===== config.mk =====
export PLATFORM = sky130hd
export DESIGN_NAME = user_grant_access_ctrl
export DESIGN_NICKNAME = d
export VERILOG_FILES = /design/src/rtl/user_grant_access_ctrl_pkg.sv /design/src/rtl/user_grant_access_ctrl_down_counter.sv /design/src/rtl/user_grant_access_ctrl.sv
export SDC_FILE = /design/constraint.sdc
export NUM_CORES = 1
export LEC_CHECK = 0
export ABC_AREA = 1
export BUFFER_PORTS_ARGS = -buffer_cell sky130_fd_sc_hd__buf_2
export CAP_MARGIN = 20
export CORE_MARGIN = 3
export CORE_UTILIZATION = 54
export CTS_CLUSTER_DIAMETER = 30
export DETAILED_ROUTE_END_ITERATION = 10
export PLACE_DENSITY = 0.79
export SETUP_SLACK_MARGIN = 0.2
export SLEW_MARGIN = 20
export SYNTH_ARGS = -nofsm -noshare
export SYNTH_HDL_FRONTEND = slang
export SYNTH_HIERARCHICAL = 1
export SYNTH_SLANG_ARGS = --single-unit

===== constraint.sdc =====
create_clock -name clk -period 1.7 [get_ports clk]
set_input_delay 0.34 -clock clk [delete_from_list [all_inputs] [get_ports clk]]
set_output_delay 0.34 -clock clk [all_outputs]
set_load 0.05 [all_outputs]

===== src/rtl/user_grant_access_ctrl_pkg.sv =====
// Shared types and helpers for the user grant access controller: FSM state
// encoding, timer width sizing and the allow-list lookup.
package user_grant_pkg;

  typedef enum logic [1:0] {
    IDLE    = 2'd0,
    GRANTED = 2'd1,
    LOCKED  = 2'd2
  } state_t;

  // Widest packed allow-list / ID the lookup helper accepts.
  localparam int AUTH_LIST_MAX_W = 256;
  localparam int ID_MAX_W        = 32;

  // One timer width serves both the session and lockout timers, so it is
  // sized for the larger of the two reload values.
  function automatic int timer_w(input int session_cycles, input int lock_cycles);
    int m;
    m = (session_cycles > lock_cycles) ? session_cycles : lock_cycles;
    return $clog2(m + 1);
  endfunction

  // True when id matches any of the num entries packed id_w bits apart in
  // list (entry 0 in the LSBs). Unrolls to a flat OR of comparators.
  function automatic logic is_authorised(input logic [ID_MAX_W-1:0]        id,
                                         input logic [AUTH_LIST_MAX_W-1:0] list,
                                         input int                         num,
                                         input int                         id_w);
    logic [ID_MAX_W-1:0]        mask;
    logic [AUTH_LIST_MAX_W-1:0] sh;
    logic                       hit;
    mask = (id_w >= ID_MAX_W) ? '1 : ((32'd1 << id_w) - 32'd1);
    hit  = 1'b0;
    for (int i = 0; i < ID_MAX_W; i++) begin
      if (i < num) begin
        sh = list >> (i * id_w);
        if ((sh[ID_MAX_W-1:0] & mask) == (id & mask)) hit = 1'b1;
      end
    end
    return hit;
  endfunction

endpackage


===== src/rtl/user_grant_access_ctrl_down_counter.sv =====
// Loadable down counter that stops at zero and flags when it is there.
// Used for both the session timer and the lockout timer.
module uga_down_counter #(
  parameter int W = 4
) (
  input  logic         clk,
  input  logic         rst_n,
  input  logic         i_load,
  input  logic [W-1:0] i_load_val,
  input  logic         i_dec,
  output logic         o_zero
);

  logic [W-1:0] r_count;

  // Load has priority over decrement; decrement never wraps below zero.
  always_ff @(posedge clk) begin
    if (!rst_n) begin
      r_count <= '0;
    end else if (i_load) begin
      r_count <= i_load_val;
    end else if (i_dec && (r_count != '0)) begin
      r_count <= r_count - W'(1);
    end
  end

  assign o_zero = (r_count == '0);

endmodule


===== src/rtl/user_grant_access_ctrl.sv =====
// Guards a DATA_W-bit register behind an allow-list of user IDs. A grant is
// a bounded, single-owner session; MAX_FAIL consecutive denied requests put
// the block into a timed lockout. All outputs are registered (1-cycle latency).
module user_grant_access_ctrl
  import user_grant_pkg::*;
#(
  parameter int                       DATA_W         = 8,
  parameter int                       ID_W           = 3,
  parameter int                       NUM_AUTH       = 2,
  parameter logic [NUM_AUTH*ID_W-1:0] AUTH_IDS       = {3'h6, 3'h4},
  parameter int                       MAX_FAIL       = 3,
  parameter int                       LOCK_CYCLES    = 16,
  parameter int                       SESSION_CYCLES = 8
) (
  input  logic                            clk,
  input  logic                            rst_n,
  input  logic                            req_valid,
  input  logic [ID_W-1:0]                 usr_id,
  input  logic                            wr_en,
  input  logic                            rel,
  input  logic [DATA_W-1:0]               data_in,
  output logic [DATA_W-1:0]               data_out,
  output logic                            grant,
  output logic [ID_W-1:0]                 owner_id,
  output logic                            locked,
  output logic                            viol,
  output logic [$clog2(MAX_FAIL+1)-1:0]   fail_cnt,
  output logic [1:0]                      o_dbg_state
);

  localparam int TW = timer_w(SESSION_CYCLES, LOCK_CYCLES);
  localparam int FW = $clog2(MAX_FAIL + 1);

  state_t            r_state;
  logic [DATA_W-1:0] r_data;
  logic [ID_W-1:0]   r_owner;
  logic [FW-1:0]     r_fail;
  logic              r_grant;
  logic              r_locked;
  logic              r_viol;

  logic              w_auth;
  logic              w_is_owner;
  logic [FW-1:0]     w_fail_inc;
  logic              w_lock_hit;
  logic              w_sess_load;
  logic              w_lock_load;
  logic              w_sess_zero;
  logic              w_lock_zero;

  // Request decode shared by the FSM and the timer load strobes.
  assign w_auth      = is_authorised(ID_MAX_W'(usr_id), AUTH_LIST_MAX_W'(AUTH_IDS),
                                     NUM_AUTH, ID_W);
  assign w_is_owner  = (usr_id == r_owner);
  assign w_fail_inc  = r_fail + FW'(1);
  assign w_lock_hit  = (w_fail_inc == FW'(MAX_FAIL));
  assign w_sess_load = (r_state == IDLE) && req_valid && w_auth;
  assign w_lock_load = (r_state == IDLE) && req_valid && !w_auth && w_lock_hit;

  uga_down_counter #(.W(TW)) u_sess_timer (
    .clk        (clk),
    .rst_n      (rst_n),
    .i_load     (w_sess_load),
    .i_load_val (TW'(SESSION_CYCLES - 1)),
    .i_dec      (r_state == GRANTED),
    .o_zero     (w_sess_zero)
  );

  uga_down_counter #(.W(TW)) u_lock_timer (
    .clk        (clk),
    .rst_n      (rst_n),
    .i_load     (w_lock_load),
    .i_load_val (TW'(LOCK_CYCLES - 1)),
    .i_dec      (r_state == LOCKED),
    .o_zero     (w_lock_zero)
  );

  // Access FSM with registered outputs. In GRANTED the owner write is taken
  // before the release/expiry exit, so a write in the last session cycle or
  // alongside rel still lands.
  always_ff @(posedge clk) begin
    if (!rst_n) begin
      r_state  <= IDLE;
      r_data   <= '0;
      r_owner  <= '0;
      r_fail   <= '0;
      r_grant  <= 1'b0;
      r_locked <= 1'b0;
      r_viol   <= 1'b0;
    end else begin
      r_viol <= 1'b0;
      case (r_state)
        IDLE: begin
          if (wr_en) r_viol <= 1'b1;
          if (req_valid) begin
            if (w_auth) begin
              r_state <= GRANTED;
              r_grant <= 1'b1;
              r_owner <= usr_id;
              r_fail  <= '0;
            end else begin
              r_fail <= w_fail_inc;
              if (w_lock_hit) begin
                r_state  <= LOCKED;
                r_locked <= 1'b1;
              end
            end
          end
        end
        GRANTED: begin
          if (wr_en) begin
            if (w_is_owner) r_data <= data_in;
            else            r_viol <= 1'b1;
          end
          if (rel && !w_is_owner) r_viol <= 1'b1;
          if ((rel && w_is_owner) || w_sess_zero) begin
            r_state <= IDLE;
            r_grant <= 1'b0;
            r_owner <= '0;
          end
        end
        LOCKED: begin
          if (wr_en) r_viol <= 1'b1;
          r_fail <= FW'(MAX_FAIL);
          if (w_lock_zero) begin
            r_state  <= IDLE;
            r_locked <= 1'b0;
            r_fail   <= '0;
          end
        end
        default: begin
          r_state  <= IDLE;
          r_grant  <= 1'b0;
          r_locked <= 1'b0;
          r_owner  <= '0;
        end
      endcase
    end
  end

  assign data_out    = r_data;
  assign grant       = r_grant;
  assign owner_id    = r_owner;
  assign locked      = r_locked;
  assign viol        = r_viol;
  assign fail_cnt    = r_fail;
  assign o_dbg_state = r_state;

endmodule


* Word-level counts from Yosys, hierarchy flattened
Cells that the tools add are included.
** Word-level totals
- Flip-flop bits (word level) :: 28
- Word-level logic and storage cells :: 91
** Operators by class
- Add/subtract/negate cells :: 3
- Eq/ne operators :: 13
- Multiplexer cells :: 34
- Bitwise logic cells :: 3
- Reduce and logical (&&, ||, !) cells :: 27
** Operator list (count)
- 2-bit two-way mux :: 8
- 3-bit two-way mux :: 5
- 1-bit two-way mux :: 13
- 2-bit inequality test, second input constant :: 6
- 5-bit logical NOT :: 2
- 5-bit nonzero test :: 2
- 5-bit by 1-bit subtractor with 5-bit output, second input constant :: 2
- 3-bit one-hot mux with 3 select lines :: 1
- 1-bit logical AND :: 8
- 4-bit two-way mux :: 2
- 4-bit AND reduction :: 2
- 3-bit == test, first input constant :: 2
- 1-bit one-hot mux with 3 select lines :: 2
- 2-bit one-hot mux with 3 select lines :: 1
- 2-bit nonzero test :: 3
- 2-bit OR reduction :: 3
- 5-bit AND reduction :: 1
- 2-bit == test, second input constant :: 2
- 2-bit one-hot mux with 2 select lines :: 1
- 3-bit == test :: 1
- 3-bit inequality test, second input constant :: 1
- 1-bit NOT :: 3
- 3-bit AND reduction :: 1
- 2-bit by 1-bit adder with 2-bit output, second input constant :: 1
- other kinds (6) :: 7

* Logic depth before layout (Yosys ltp)
Gate-level depths: netlist of the first run.
- Depth after elaboration :: 7
- Gate-level depth with buffers :: 12
- Mapped depth without buffers :: 11

* Hierarchy
Netlist of the first run, hierarchy kept.
** Modules (own cells, without submodules)
- user_grant_access_ctrl :: times used 1, cells each 131, area each 895.9 sq um, seq. area each 360.3 sq um
- uga_down_counter :: times used 2, cells each 58, area each 347.8 sq um, seq. area each 100.1 sq um

* Worst setup path before layout of the first run
OpenSTA, ideal clock, no wires.
- Path kind :: reg-to-reg
- From :: register r_state[1] (netlist: o_dbg_state[1])
- To :: register u_lock_timer.r_count[3]
- Setup time :: 0.113 ns
- Arrival time :: 1.654 ns
- Required time :: 1.587 ns
- Slack :: -0.067 ns
- Stages on the path, launching flop included :: 11
- Path buffers :: 1
- Period minus slack after synthesis :: 1.767 ns
- Path through :: dfxtp_1 -> nor2_1 -> nand2_1 -> inv_2 -> nand3_1 -> inv_1 -> inv_2 -> buf_4 -> nand3_1 -> nor2_1 -> nor2_1
** On the way
- Cells in the longest elaborated chain, start to end :: 5
** Ends and longest elaborated chain
- start, declared :: line user_grant_access_ctrl.sv:34 : state_t r_state;
- start signal, assigned :: line user_grant_access_ctrl.sv:83 : r_state <= IDLE;
- start signal, assigned :: line user_grant_access_ctrl.sv:97 : r_state <= GRANTED;
- start signal, assigned :: line user_grant_access_ctrl.sv:104 : r_state <= LOCKED;
- 2-bit logical NOT * :: line user_grant_access_ctrl.sv:58 : assign w_lock_load = (r_state == IDLE) && req_valid && !w_auth && w_lock_hit;
- 1-bit logical AND * (3 in a row) :: line user_grant_access_ctrl.sv:58
- named net w_lock_load :: line user_grant_access_ctrl.sv:47 : logic w_lock_load;
- 4-bit two-way mux / 2-bit nonzero test (equally long branches)
- end signal, assigned :: line user_grant_access_ctrl_down_counter.sv:21 : r_count <= i_load_val;
- end signal, assigned :: line user_grant_access_ctrl_down_counter.sv:23 : r_count <= r_count - W'(1);
- end, declared :: line user_grant_access_ctrl_down_counter.sv:14 : logic [W-1:0] r_count;
The timed path passes the listed nets; every way through them passes the cells marked *.
A chain may end at the register's enable or synchronous reset.

* Worst setup path after layout of the first run
- From :: register r_state[1] (netlist: o_dbg_state[1])
- To :: output port o_dbg_state[1]
** RTL lines
- end, declared :: line user_grant_access_ctrl.sv:28 : output logic [1:0] o_dbg_state
No word-level cell between the ends.

==> impl_metrics.py, run 1 <==
metrics = {
    "clock_tree": {
        "clockBufferDepth": 2,
        "cts-root-buf": "clkbuf_4",
        "htree_levels": 1,
        "path_clk_slew_ns": 0.15,
        "cts_tree": "yes",
        "worstSkewPairLatency_ns": 0.32,
        "holdBufCountCts": 0,
        "cts_made_buffers": 3,
        "cts.sinks": 28,
    },
    "finish": {
        "final-seq-area_sq_um": 571,
        "nNetsFinal": 309,
        "antennaDiodeCount": 0,
        "fillCellCount": 257,
        "layout-drive-gt1-share_pct": 22.1,
        "multiInputGateArea_sq_um": 875,
        "fin_area_sq_um": 1840,
        "area_growth_pct": 15.9,
    },
    "floorplan": {
        "die_area_sq_um": 3630,
        "die_width_microns": 60.3,
        "dieHeight_microns": 60.3,
        "rows": 19,
        "core_area_sq_um": 2780,
        "pin_count": 34,
        "initial_core_util_pct": 57.2,
    },
    "outcome": {
        "status": "finished, final reports clean",
    },
    "global_route": {
        "antenna_found_initial": 0,
        "grt_usage_pct": 18.0,
        "grt.overflow.total": 0,
        "grt_pass1_vias": 1234,
        "grt_pass1_wl_microns": 5060,
        "grt_start_max_net_pins": 18,
    },
    "pwr": {
        "p_int_w": 0.000912,
        "p_leak_nw": 1.05,
        "power_density_nw_per_um2": 749,
        "clockPowerShare_pct": 20.6,
        "seqPwrFrac_pct": 52.2,
        "p_comb_share_pct": 27.1,
        "ir_drop_mv": 0.539,
        "p_sw_share_pct": 34.0,
        "p_sw_w": 0.000469,
        "total_power_w": 0.00138,
    },
    "hold_path": {
        "hold_start": "data_in[3]",
        "hold_path_class": "primary input to register",
    },
    "logic_synthesis": {
        "netlist.area_leader.share_pct": 35.2,
        "async_reset_ff_share_pct": 0,
        "synth_area_sq_um": 1590,
        "yosysTopAreaCell": "dfxtp_1",
        "synth_edf_count": 0,
        "ys_top_cells_by_count": "54 x nand2_1, 54 x nor2_1, 39 x inv_1",
        "synth-main-ff-cell": "dfxtp_1",
        "synth_cell_types": 27,
        "synth_cells": 247,
        "ys_seq_elements": 28,
        "post_synth_main_area_contributors": "dfxtp_1 35%, nand2_1 13%, nor2_1 13%",
        "ys_warn_count": 6,
        "ys_seq_area_share_pct": 35.2,
        "synth_area_per_cell_sq_um": 6.44,
    },
    "worst_setup_path": {
        "slowest_stage": "dfxtp_4",
        "cp-end-kind": "primary output",
        "critPathBufInv": 1,
        "cpPeakStageDelay_ns": 0.45,
        "startpoint_type": "register",
        "crit_family": "flip-flops",
        "critPathRequiredTime_ns": 1.36,
        "path_max_fanout": 8,
        "path_class": "register to primary output",
        "crit_path_cell_trace": "buf_2",
        "worstSetupStartpoint": "o_dbg_state[1]",
        "worstPathArrival_ns": 1.06,
        "reg2reg_from": "u_sess_timer/r_count[1]",
    },
    "job": {
        "cap_violations": 0,
    },
    "drt": {
        "wire_per_inst_microns": 9.61,
        "drc_errors": 0,
        "firstDrtPassIters": 6,
        "vias_per_cell": 4.69,
        "ant_nets": 0,
        "drtIter0Drc": 47,
        "routed_wl_microns": 3070,
        "num_vias": 1501,
    },
    "sta": {
        "finalHoldViolations": 0,
        "rsz0062_at_grt": "true",
        "post-route-min-period_ns": 1.40,
        "fin_crit_sh_pct": 82.4,
        "setup-tns-final_ns": 0,
        "skew_ns": 0.00143,
        "max_freq_ghz": 0.714,
        "slew_violations": 0,
        "finalSetupViolCount": 0,
    },
    "placement": {
        "dpl-instance-area_sq_um": 1790,
        "detailed_place_hpwl_microns": 2270,
        "place_congestion": 0.780,
        "portBuffers": 33,
    },
}
power groups by stage:
| stage | clock [W] | combinational (W) | sequential [W] |
|---|---|---|---|
| 3_3_place_gp | 0 | 0.000358 | 0.000734 |
| 5_1_grt | 0.000326 | 0.000423 | 0.000727 |
| 3_5_place_dp | 0 | 0.000360 | 0.000734 |
| 2_1_floorplan | 0 | 0.000225 | 0.000795 |
| 4_1_cts | 0.000300 | 0.000361 | 0.000720 |
| 6_report | 0.000285 | 0.000375 | 0.000721 |
worst register-to-register path: stages (launching register included):
cell and delay, ns:
dfxtp_1 0.33, inv_1 0.11, ha_2 0.23, nand3_2 0.10, inv_1 0.08, nor3_2 0.04, nand2_1 0.13, nand3_2 0.13
nand2_1 0.08, inv_1 0.03, nor2_1 0.08
metal layers:
metal / global-route usage (%) / up-vias / wire length, microns
met4: 6.65 / 0 / 19
met2: 26.7 / 23 / 1370
met5: 0 / - / 0
met1: 25.8 / 641 / 1570
met3: 3.24 / 2 / 114
li1: - / 835 / -
layout make-up:
type / count / area share [%]
clock buffers: 4 / 1.42
inverters: 43 / 8.75
multi-input cells: 180 / 47.4
flip-flops and latches: 28 / 30.9
well taps: 31 / 2.10
repair buffers: 34 / 9.36
metrics by stage:
stage          instances  setup slack, ns  hold WS (ns)  utilization, %
5_1_grt              320            0.149         0.209            66.3
6_report             320            0.299         0.223            66.3
2_1_floorplan        255            0.209         0.461               -
3_3_place_gp         315            0.237         0.444            64.5
3_5_place_dp         315            0.218         0.442            64.5
4_1_cts              319            0.228         0.214            65.5
registers in the layout (all words and copies together), names as in the netlist:
signal                count
u_lock_timer/r_count      5
owner_id                  3
data_out                  8
fail_cnt                  2
grant                     1
o_dbg_state               2
locked                    1
viol                      1
u_sess_timer/r_count      5
cells by family after synthesis:
| family | after synthesis | synth area share [%] |
|---|---|---|
| and+or+nand+nor | 145 | 41.8 |
| buffers and inverters | 47 | 12.7 |
| DFF | 28 | 35.2 |
| AOI/OAI and AO/OA | 21 | 6.92 |
| adders and majority gates | 3 | 2.36 |
| other | 2 | 0.472 |
| xor gates and xnor gates | 1 | 0.550 |
what timing repair did:
item | in CTS | in global routing
resized for setup | 1 | 4
setup buffers | 0 | 1
pin swaps | 0 | 3
endpoints found under the setup margin | 1 | 9
cell usage in the layout (no fill, tap or decap), drive strengths merged:
master / netlist / routed
conb: 2 / 10
a31oi: 2 / 2
a21oi: 10 / 10
and2: 1 / 1
ha: 3 / 3
nand4: 7 / 7
xnor2: 1 / 1
nor2: 58 / 58
dfxtp: 28 / 28
inv: 43 / 43
nand3: 17 / 17
clkbuf: 1 / 4
o211ai: 1 / 1
o21ai: 8 / 8
nand2: 59 / 59
nand3b: 1 / 1
nor3: 2 / 2
buf: 3 / 34
final timing paths:
| kind | end | slack (ns) | cells past startpoint |
|---|---|---|---|
| hold reg to reg | grant | 0.46 | 2 |
| setup / recovery | o_dbg_state[1] | 0.30 | 1 |
| hold / removal | data_out[3] | 0.22 | 3 |
| setup reg to reg | owner_id[1] | 0.31 | 10 |
(Power assumes the default switching activity.)
==> inputs of run 2 (changes only) <==
ABC_AREA = 0   (was 1)
CORE_UTILIZATION = 47   (was 54)
PLACE_DENSITY = 0.74   (was 0.79)
clock period = 1.24 ns   (was 1.7 ns; I/O delays follow)
==> impl_metrics.py, run 2 <==
metrics = {
    "outcome": {
        "status": "aborted with a tool error",
        "haltStage": "global routing (5_1_grt)",
        "error": "[ERROR DPL-0038] Utilization greater than 100%, impossible to legalize",
    },
    "logic_synthesis": {
        "synth_area_per_cell_sq_um": 8.45,
        "netlist.area_leader.share_pct": 39.0,
        "synth_edf_count": 0,
        "ys_seq_elements": 28,
        "ys_seq_area_share_pct": 39.0,
        "yosysTopAreaCell": "dfxtp_1",
        "ys_warn_count": 6,
        "synth.most_common_cell": "dfxtp_1",
        "post_synth_main_area_contributors": "dfxtp_1 39%, o21ai_0 7.3%, nand3_1 4.2%",
        "synth_cell_types": 35,
        "ys_top_cells_by_count": "28 x dfxtp_1, 21 x o21ai_0, 15 x nand2_1",
        "synth_area_sq_um": 1440,
        "async_reset_ff_share_pct": 0,
        "synth_cells": 170,
        "synth-main-ff-cell": "dfxtp_1",
    },
    "clock_tree": {
        "cts.sinks": 28,
        "cts-root-buf": "clkbuf_4",
        "clockBufferDepth": 2,
        "htree_levels": 1,
        "cts_made_buffers": 3,
        "holdBufCountCts": 0,
    },
    "placement": {
        "place_congestion": 0.736,
        "portBuffers": 33,
        "detailed_place_hpwl_microns": 2810,
    },
    "floorplan": {
        "initial_core_util_pct": 50.8,
        "dieHeight_microns": 61.3,
        "die_width_microns": 61.3,
        "rows": 19,
        "pin_count": 34,
    },
    "global_route": {
        "grt_start_max_net_pins": 36,
    },
    "sta": {
        "grt-worst-endpoint": "grant$_SDFFE_PN0P_/D",
        "worstEpCategory": "register data pin",
    },
}
## run 2: cell types whose count changed after synthesis, sizes merged, moves of 3 or more
cell | previous run | this run
nand3 | 17 | 12
nand2 | 59 | 15
or4b | 0 | 4
nand4 | 7 | 2
o21ai | 8 | 21
nor2b | 0 | 4
nor2 | 58 | 12
nor3b | 0 | 4
xor2 | 0 | 3
nand2b | 0 | 4
o21a | 0 | 4
clkbuf | 1 | 4
inv | 43 | 10
## run 2: cell families after synthesis
group                      count (synthesis)  share of synthesized area, %
and+or+nand+nor                           70                          30.5
buffers and inverters                     18                          5.92
xor gates and xnor gates                   3                          1.83
other                                      2                         0.523
adders and majority gates                  3                          2.61
muxes                                      1                         0.697
DFF                                       28                          39.0
AOI/OAI and AO/OA                         45                          18.9
## run 2: through the flow
step | area [sq um] | cells | TNS, ns | utilization [%] | worst slack (ns)
2_1_floorplan | 1610 | 178 | -5.77 | - | -0.482
3_3_place_gp | 2060 | 272 | -6.35 | 72.7 | -0.494
3_5_place_dp | 2060 | 272 | -7.16 | 72.7 | -0.535
4_1_cts | 2580 | 289 | -7.91 | 91.3 | -0.551
## run 2: what timing repair did
item,in CTS
cloned,2
endpoints found under the setup margin,46
setup buffers,11
resized for setup,109
pin swaps,15
==> inputs of run 3 (changes only) <==
CORE_AREA = 3 3 64 66   (was unset)
CORE_MARGIN = unset   (was 3)
CORE_UTILIZATION = unset   (was 47)
CTS_CLUSTER_DIAMETER = unset   (was 30)
DIE_AREA = 0 0 67 69   (was unset)
PLACE_DENSITY = unset   (was 0.74)
PLACE_DENSITY_LB_ADDON = 0.15   (was unset)
SETUP_SLACK_MARGIN = unset   (was 0.2)
clock period = 1.6 ns   (was 1.24 ns; I/O delays follow)
==> impl_metrics.py, run 3 <==
metrics = {
    "global_route": {
        "grt_start_max_net_pins": 35,
        "grt_pass1_wl_microns": 5260,
        "grt_pass1_vias": 1269,
        "grt.overflow.total": 0,
        "grt_usage_pct": 13.9,
        "antenna_found_initial": 0,
    },
    "finish": {
        "final_cell_mix": "33 x buf_2, 21 x o21ai_0, 20 x dfxtp_1, 16 x buf_4, 14 x nand2_1",
        "nNetsFinal": 245,
        "antennaDiodeCount": 0,
        "area_growth_pct": 31.6,
        "largest_register_ffs": 8,
        "post-route-util_pct": 52.0,
        "layout-drive-gt1-share_pct": 36.9,
        "layout_commonest_cell": "buf_2",
    },
    "worst_setup_path": {
        "cp-end-kind": "register",
        "slowest_stage": "or4b_4",
        "critPathRequiredTime_ns": 1.77,
        "worstPathArrival_ns": 1.96,
        "crit_family": "simple AND/OR/NAND/NOR gates",
        "path_class": "register to register",
        "reg2reg_from": "u_sess_timer/r_count[0]",
        "worst_r2r_endpoint": "grant",
        "endpoint": "grant",
        "crit_path_cell_trace": "inv_2, ha_4, or4b_4, clkinv_4, and4bb_2, o41a_1, nand2b_4, o21a_1",
        "cpPeakStageDelay_ns": 0.48,
        "path_max_fanout": 4,
        "rrSetupSlack_ns": -0.18,
        "critPathBufInv": 2,
        "rr_worst_depth": 8,
        "worstSetupStartpoint": "u_sess_timer/r_count[0]",
        "startpoint_type": "register",
        "path_depth": 8,
    },
    "sta": {
        "slew_violations": 0,
        "finalSetupViolCount": 6,
        "post-route-min-period_ns": 1.78,
        "max_freq_ghz": 0.561,
        "setup-tns-final_ns": -0.768,
        "fin_crit_sh_pct": 111,
        "skew_ns": 0.00966,
        "layout_setup_ws_ns": -0.183,
        "finalHoldViolations": 0,
        "rsz0062_at_grt": "true",
    },
    "pwr": {
        "ir_drop_mv": 0.420,
        "p_leak_nw": 0.822,
        "total_power_w": 0.00145,
        "power_density_nw_per_um2": 766,
    },
    "clock_tree": {
        "cts_made_buffers": 3,
        "path_clk_slew_ns": 0.09,
        "htree_levels": 1,
        "cts_tree": "yes",
        "holdBufCountCts": 0,
        "cts.sinks": 28,
        "worstSkewPairLatency_ns": 0.27,
        "cts-root-buf": "clkbuf_8",
        "clockBufferDepth": 2,
    },
    "logic_synthesis": {
        "ys_top_cells_by_count": "28 x dfxtp_1, 21 x o21ai_0, 15 x nand2_1",
        "post_synth_main_area_contributors": "dfxtp_1 39%, o21ai_0 7.3%, nand3_1 4.2%",
        "netlist.area_leader.share_pct": 39.0,
        "synth_area_sq_um": 1440,
        "ys_warn_count": 6,
        "synth_cells": 170,
        "yosysTopAreaCell": "dfxtp_1",
        "ys_seq_elements": 28,
        "synth_edf_count": 0,
        "ys_seq_area_share_pct": 39.0,
        "async_reset_ff_share_pct": 0,
        "synth_area_per_cell_sq_um": 8.45,
        "synth.most_common_cell": "dfxtp_1",
        "synth_cell_types": 35,
        "synth-main-ff-cell": "dfxtp_1",
    },
    "drt": {
        "wire_per_inst_microns": 11.7,
        "drtIter0Drc": 53,
        "num_vias": 1375,
        "vias_per_cell": 5.04,
        "drc_errors": 0,
        "ant_nets": 0,
        "firstDrtPassIters": 4,
        "routed_wl_microns": 3180,
    },
    "placement": {
        "portBuffers": 33,
        "detailed_place_hpwl_microns": 2470,
        "place_congestion": 0.790,
    },
    "floorplan": {
        "initial_core_util_pct": 39.5,
        "rows": 22,
        "die_area_sq_um": 4620,
        "core_area_sq_um": 3630,
        "dieHeight_microns": 69,
        "die_width_microns": 67,
        "pin_count": 34,
    },
    "outcome": {
        "status": "finished, violations left",
        "violations": "setup timing",
    },
    "hold_path": {
        "hold_path_class": "primary input to register",
    },
    "job": {
        "cap_violations": 0,
    },
}
-- run 3: cell counts after synthesis --
No cell type changed its count.
-- run 3: how the worst min path moves through the flow --
stage                start  slack (ns)  cells after the start                       to
2_1_floorplan        rst_n        0.44                      1  u_sess_timer/r_count[0]
6_report        data_in[6]        0.27                      3              data_out[6]
3_5_place_dp   data_out[6]        0.45                      2              data_out[6]
4_1_cts         data_in[4]        0.26                      3              data_out[4]
3_3_place_gp   data_out[5]        0.44                      2              data_out[5]
5_1_grt         data_in[6]        0.26                      3              data_out[6]
-- run 3: worst reg2reg max path: cells and delay by family, from the launching register on --
kind | cells | cell delay (ns)
and+or+nand+nor | 3 | 0.85
AOI/OAI and AO/OA | 2 | 0.24
DFF | 1 | 0.34
buffers and inverters | 2 | 0.13
adders and majority gates | 1 | 0.12
-- run 3: final cells by class --
| cell class | count | area [sq um] |
|---|---|---|
| Tap cell | 48 | 60.1 |
| Fill cell | 346 | 1740 |
| Multi-Input combinational cell | 132 | 867 |
| Sequential cell | 28 | 578 |
| Timing Repair Buffer | 49 | 285 |
| Inverter | 12 | 55.1 |
| Clock buffer | 4 | 45.0 |
-- run 3: what timing repair did --
action / CTS / global route
gates resized for setup: 1 / 10
endpoints found under the hold margin: 0 / 0
endpoints found under the setup margin: 7 / 13
pin swaps: 1 / 3
buffers inserted: 1 / 0
cloned: 0 / 0
-- run 3: per-layer routing --
metal | global-route usage (%) | routed length (microns)
met5 | 0 | 0
met3 | 2.44 | 172
met2 | 23.0 | 1600
met4 | 4.28 | 10
met1 | 18.0 | 1410
-- run 3: per-stage QoR --
step | instance area (sq um) | instances | setup WS [ns] | hold WS (ns)
6_report | 1890 | 273 | -0.183 | 0.269
5_1_grt | 1890 | 273 | -0.236 | 0.261
4_1_cts | 1860 | 273 | -0.180 | 0.261
3_5_place_dp | 1810 | 268 | -0.163 | 0.451
3_3_place_gp | 1810 | 268 | -0.125 | 0.443
2_1_floorplan | 1510 | 178 | -0.122 | 0.444
-- run 3: logic make-up (layout without fill, tap and decap cells) --
family / after synthesis / count (layout) / synth area share [%]
muxes: 1 / 1 / 0.697
and+or+nand+nor: 70 / 70 / 30.5
AOI/OAI and AO/OA: 45 / 45 / 18.9
DFF: 28 / 28 / 39.0
adders and majority gates: 3 / 3 / 2.61
other: 2 / 10 / 0.523
buffers and inverters: 18 / 65 / 5.92
xor gates and xnor gates: 3 / 3 / 1.83
-- run 3: power breakdown --
group | internal (W) | switching [W]
Sequential | 0.000724 | 0.0000251
Combinational | 0.000136 | 0.000185
Clock | 0.000178 | 0.000202
Total | 0.00104 | 0.000412
==> inputs of run 4 (changes only) <==
CORE_AREA = unset   (was 3 3 64 66)
CORE_MARGIN = 3   (was unset)
CORE_UTILIZATION = 27   (was unset)
DIE_AREA = unset   (was 0 0 67 69)
==> impl_metrics.py, run 4 (synthesized netlist as in run 3, its figures left out) <==
metrics = {
    "finish": {
        "nNetsFinal": 248,
        "antennaDiodeCount": 0,
        "layout-drive-gt1-share_pct": 36.8,
        "largest_register_ffs": 8,
        "layout_commonest_cell": "buf_2",
        "final_cell_mix": "33 x buf_2, 21 x o21ai_0, 21 x dfxtp_1, 19 x buf_4, 15 x nand2_1",
        "final_cells": 295,
        "fillCellCount": 536,
        "area_growth_pct": 34.9,
    },
    "worst_setup_path": {
        "path_class": "register to register",
        "cp-end-kind": "register",
        "cpPeakStageDelay_ns": 0.48,
        "worstPathArrival_ns": 1.94,
        "slowest_stage": "or4b_4",
        "crit_family": "simple AND/OR/NAND/NOR gates",
        "rrSetupSlack_ns": -0.16,
        "worst_r2r_endpoint": "grant",
        "critPathBufInv": 2,
        "critPathRequiredTime_ns": 1.78,
        "rr_worst_depth": 8,
        "reg2reg_from": "u_sess_timer/r_count[0]",
        "crit_path_cell_trace": "inv_2, ha_4, or4b_4, clkinv_4, and4bb_2, o41a_1, nand2b_4, o21a_1",
        "path_max_fanout": 4,
        "startpoint_type": "register",
    },
    "drt": {
        "drtIter0Drc": 49,
        "firstDrtPassIters": 4,
        "num_vias": 1314,
        "drc_errors": 0,
        "vias_per_cell": 4.45,
        "ant_nets": 0,
        "routed_wl_microns": 3280,
        "wire_per_inst_microns": 11.1,
    },
    "placement": {
        "place_congestion": 0.771,
        "placedCellCount": 289,
        "detailed_place_hpwl_microns": 2580,
        "portBuffers": 33,
        "dp_slack_ns": -0.182,
    },
    "sta": {
        "layout_setup_ws_ns": -0.160,
        "max_freq_ghz": 0.568,
        "setup-tns-final_ns": -0.600,
        "rsz0062_at_grt": "true",
        "post-route-min-period_ns": 1.76,
        "slew_violations": 0,
        "finalHoldViolations": 0,
        "finalSetupViolCount": 5,
        "fin_crit_sh_pct": 110,
        "skew_ns": 0.00492,
        "fin_worst_hold_slack_ns": 0.260,
    },
    "pwr": {
        "power_density_nw_per_um2": 777,
        "ir_drop_mv": 0.413,
        "p_leak_nw": 0.842,
    },
    "global_route": {
        "grt_usage_pct": 11.1,
        "grt.overflow.total": 0,
        "grt_start_max_net_pins": 24,
        "grt_pass1_vias": 1235,
        "antenna_found_initial": 0,
        "grt_pass1_wl_microns": 5640,
    },
    "clock_tree": {
        "cts-root-buf": "clkbuf_8",
        "worstSkewPairLatency_ns": 0.27,
        "cts_tree": "yes",
        "cts.sinks": 28,
        "path_clk_slew_ns": 0.10,
        "holdBufCountCts": 0,
        "htree_levels": 1,
        "clockBufferDepth": 2,
        "cts_made_buffers": 3,
    },
    "floorplan": {
        "core_area_sq_um": 4940,
        "rows": 25,
        "die_width_microns": 78.9,
        "dieHeight_microns": 78.9,
        "die_area_sq_um": 6230,
        "pin_count": 34,
        "initial_core_util_pct": 29.1,
    },
    "outcome": {
        "violations": "setup timing",
        "status": "finished, violations left",
    },
    "hold_path": {
        "holdPathStages": 3,
        "hold_path_class": "primary input to register",
        "min_to": "data_out[2]",
        "hold_start": "data_in[2]",
    },
    "job": {
        "cap_violations": 0,
    },
}
-- run 4: cell types whose count changed in the layout (fill, tap and decap cells not counted), sizes merged --
cell  before  now
buf       49   52
-- run 4: worst register-to-register path, delay by kind of cell (launching register included) --
family,cells,cell delay [ns]
DFF,1,0.34
adders and majority gates,1,0.12
AOI/OAI and AO/OA,2,0.24
and+or+nand+nor,3,0.85
buffers and inverters,2,0.13
-- run 4: how the worst max path moves through the flow --
stage                     cells after the start  slack (ns)          end                    start
after detailed placement                      8       -0.18        grant  u_sess_timer/r_count[0]
after global placement                        8       -0.15  owner_id[2]  u_sess_timer/r_count[0]
after CTS                                     8       -0.18        grant  u_sess_timer/r_count[0]
after floorplan                               8       -0.12  owner_id[2]  u_sess_timer/r_count[0]
final                                         8       -0.16        grant  u_sess_timer/r_count[0]
after global routing                          8       -0.26        grant  u_sess_timer/r_count[0]
-- run 4: routing by layer --
layer  global-route usage (%)  vias up  wire length (microns)
met5                        0        -                      0
met4                     2.92        0                     26
met3                     2.49        4                    131
met2                     17.3       20                   1470
met1                     15.3      585                   1650
li1                         -      705                      -
-- run 4: report_power, final --
group / internal [W] / switching (W) / leakage (nW) / total, W
Combinational: 0.000138 / 0.000184 / 0.582 / 0.000321
Sequential: 0.000723 / 0.0000233 / 0.231 / 0.000747
Clock: 0.000220 / 0.000217 / 0.0288 / 0.000437
Total: 0.00108 / 0.000424 / 0.842 / 0.00151
-- run 4: final cells by class --
cell class | instances | area [sq um] | share of cell area [%]
Tap cell | 67 | 83.8 | 4.33
Inverter | 12 | 55.1 | 2.84
Sequential cell | 28 | 577 | 29.8
Multi-Input combinational cell | 132 | 860 | 44.4
Timing Repair Buffer | 52 | 308 | 15.9
Clock buffer | 4 | 55.1 | 2.84
-- run 4: through the flow --
step / cell area [sq um] / total power, W / utilization [%]
2_1_floorplan: 1510 / 0.000962 / -
3_3_place_gp: 1850 / 0.00107 / 37.3
3_5_place_dp: 1850 / 0.00107 / 37.3
4_1_cts: 1910 / 0.00153 / 38.7
5_1_grt: 1940 / 0.00161 / 39.2
6_report: 1940 / 0.00151 / 39.2
-- run 4: timing repair --
item / 4_1_cts / 5_1_grt
endpoints found under the setup margin: 7 / 11
buffers inserted: 2 / 2
gates resized for setup: 1 / 7
pin swaps: 1 / 3
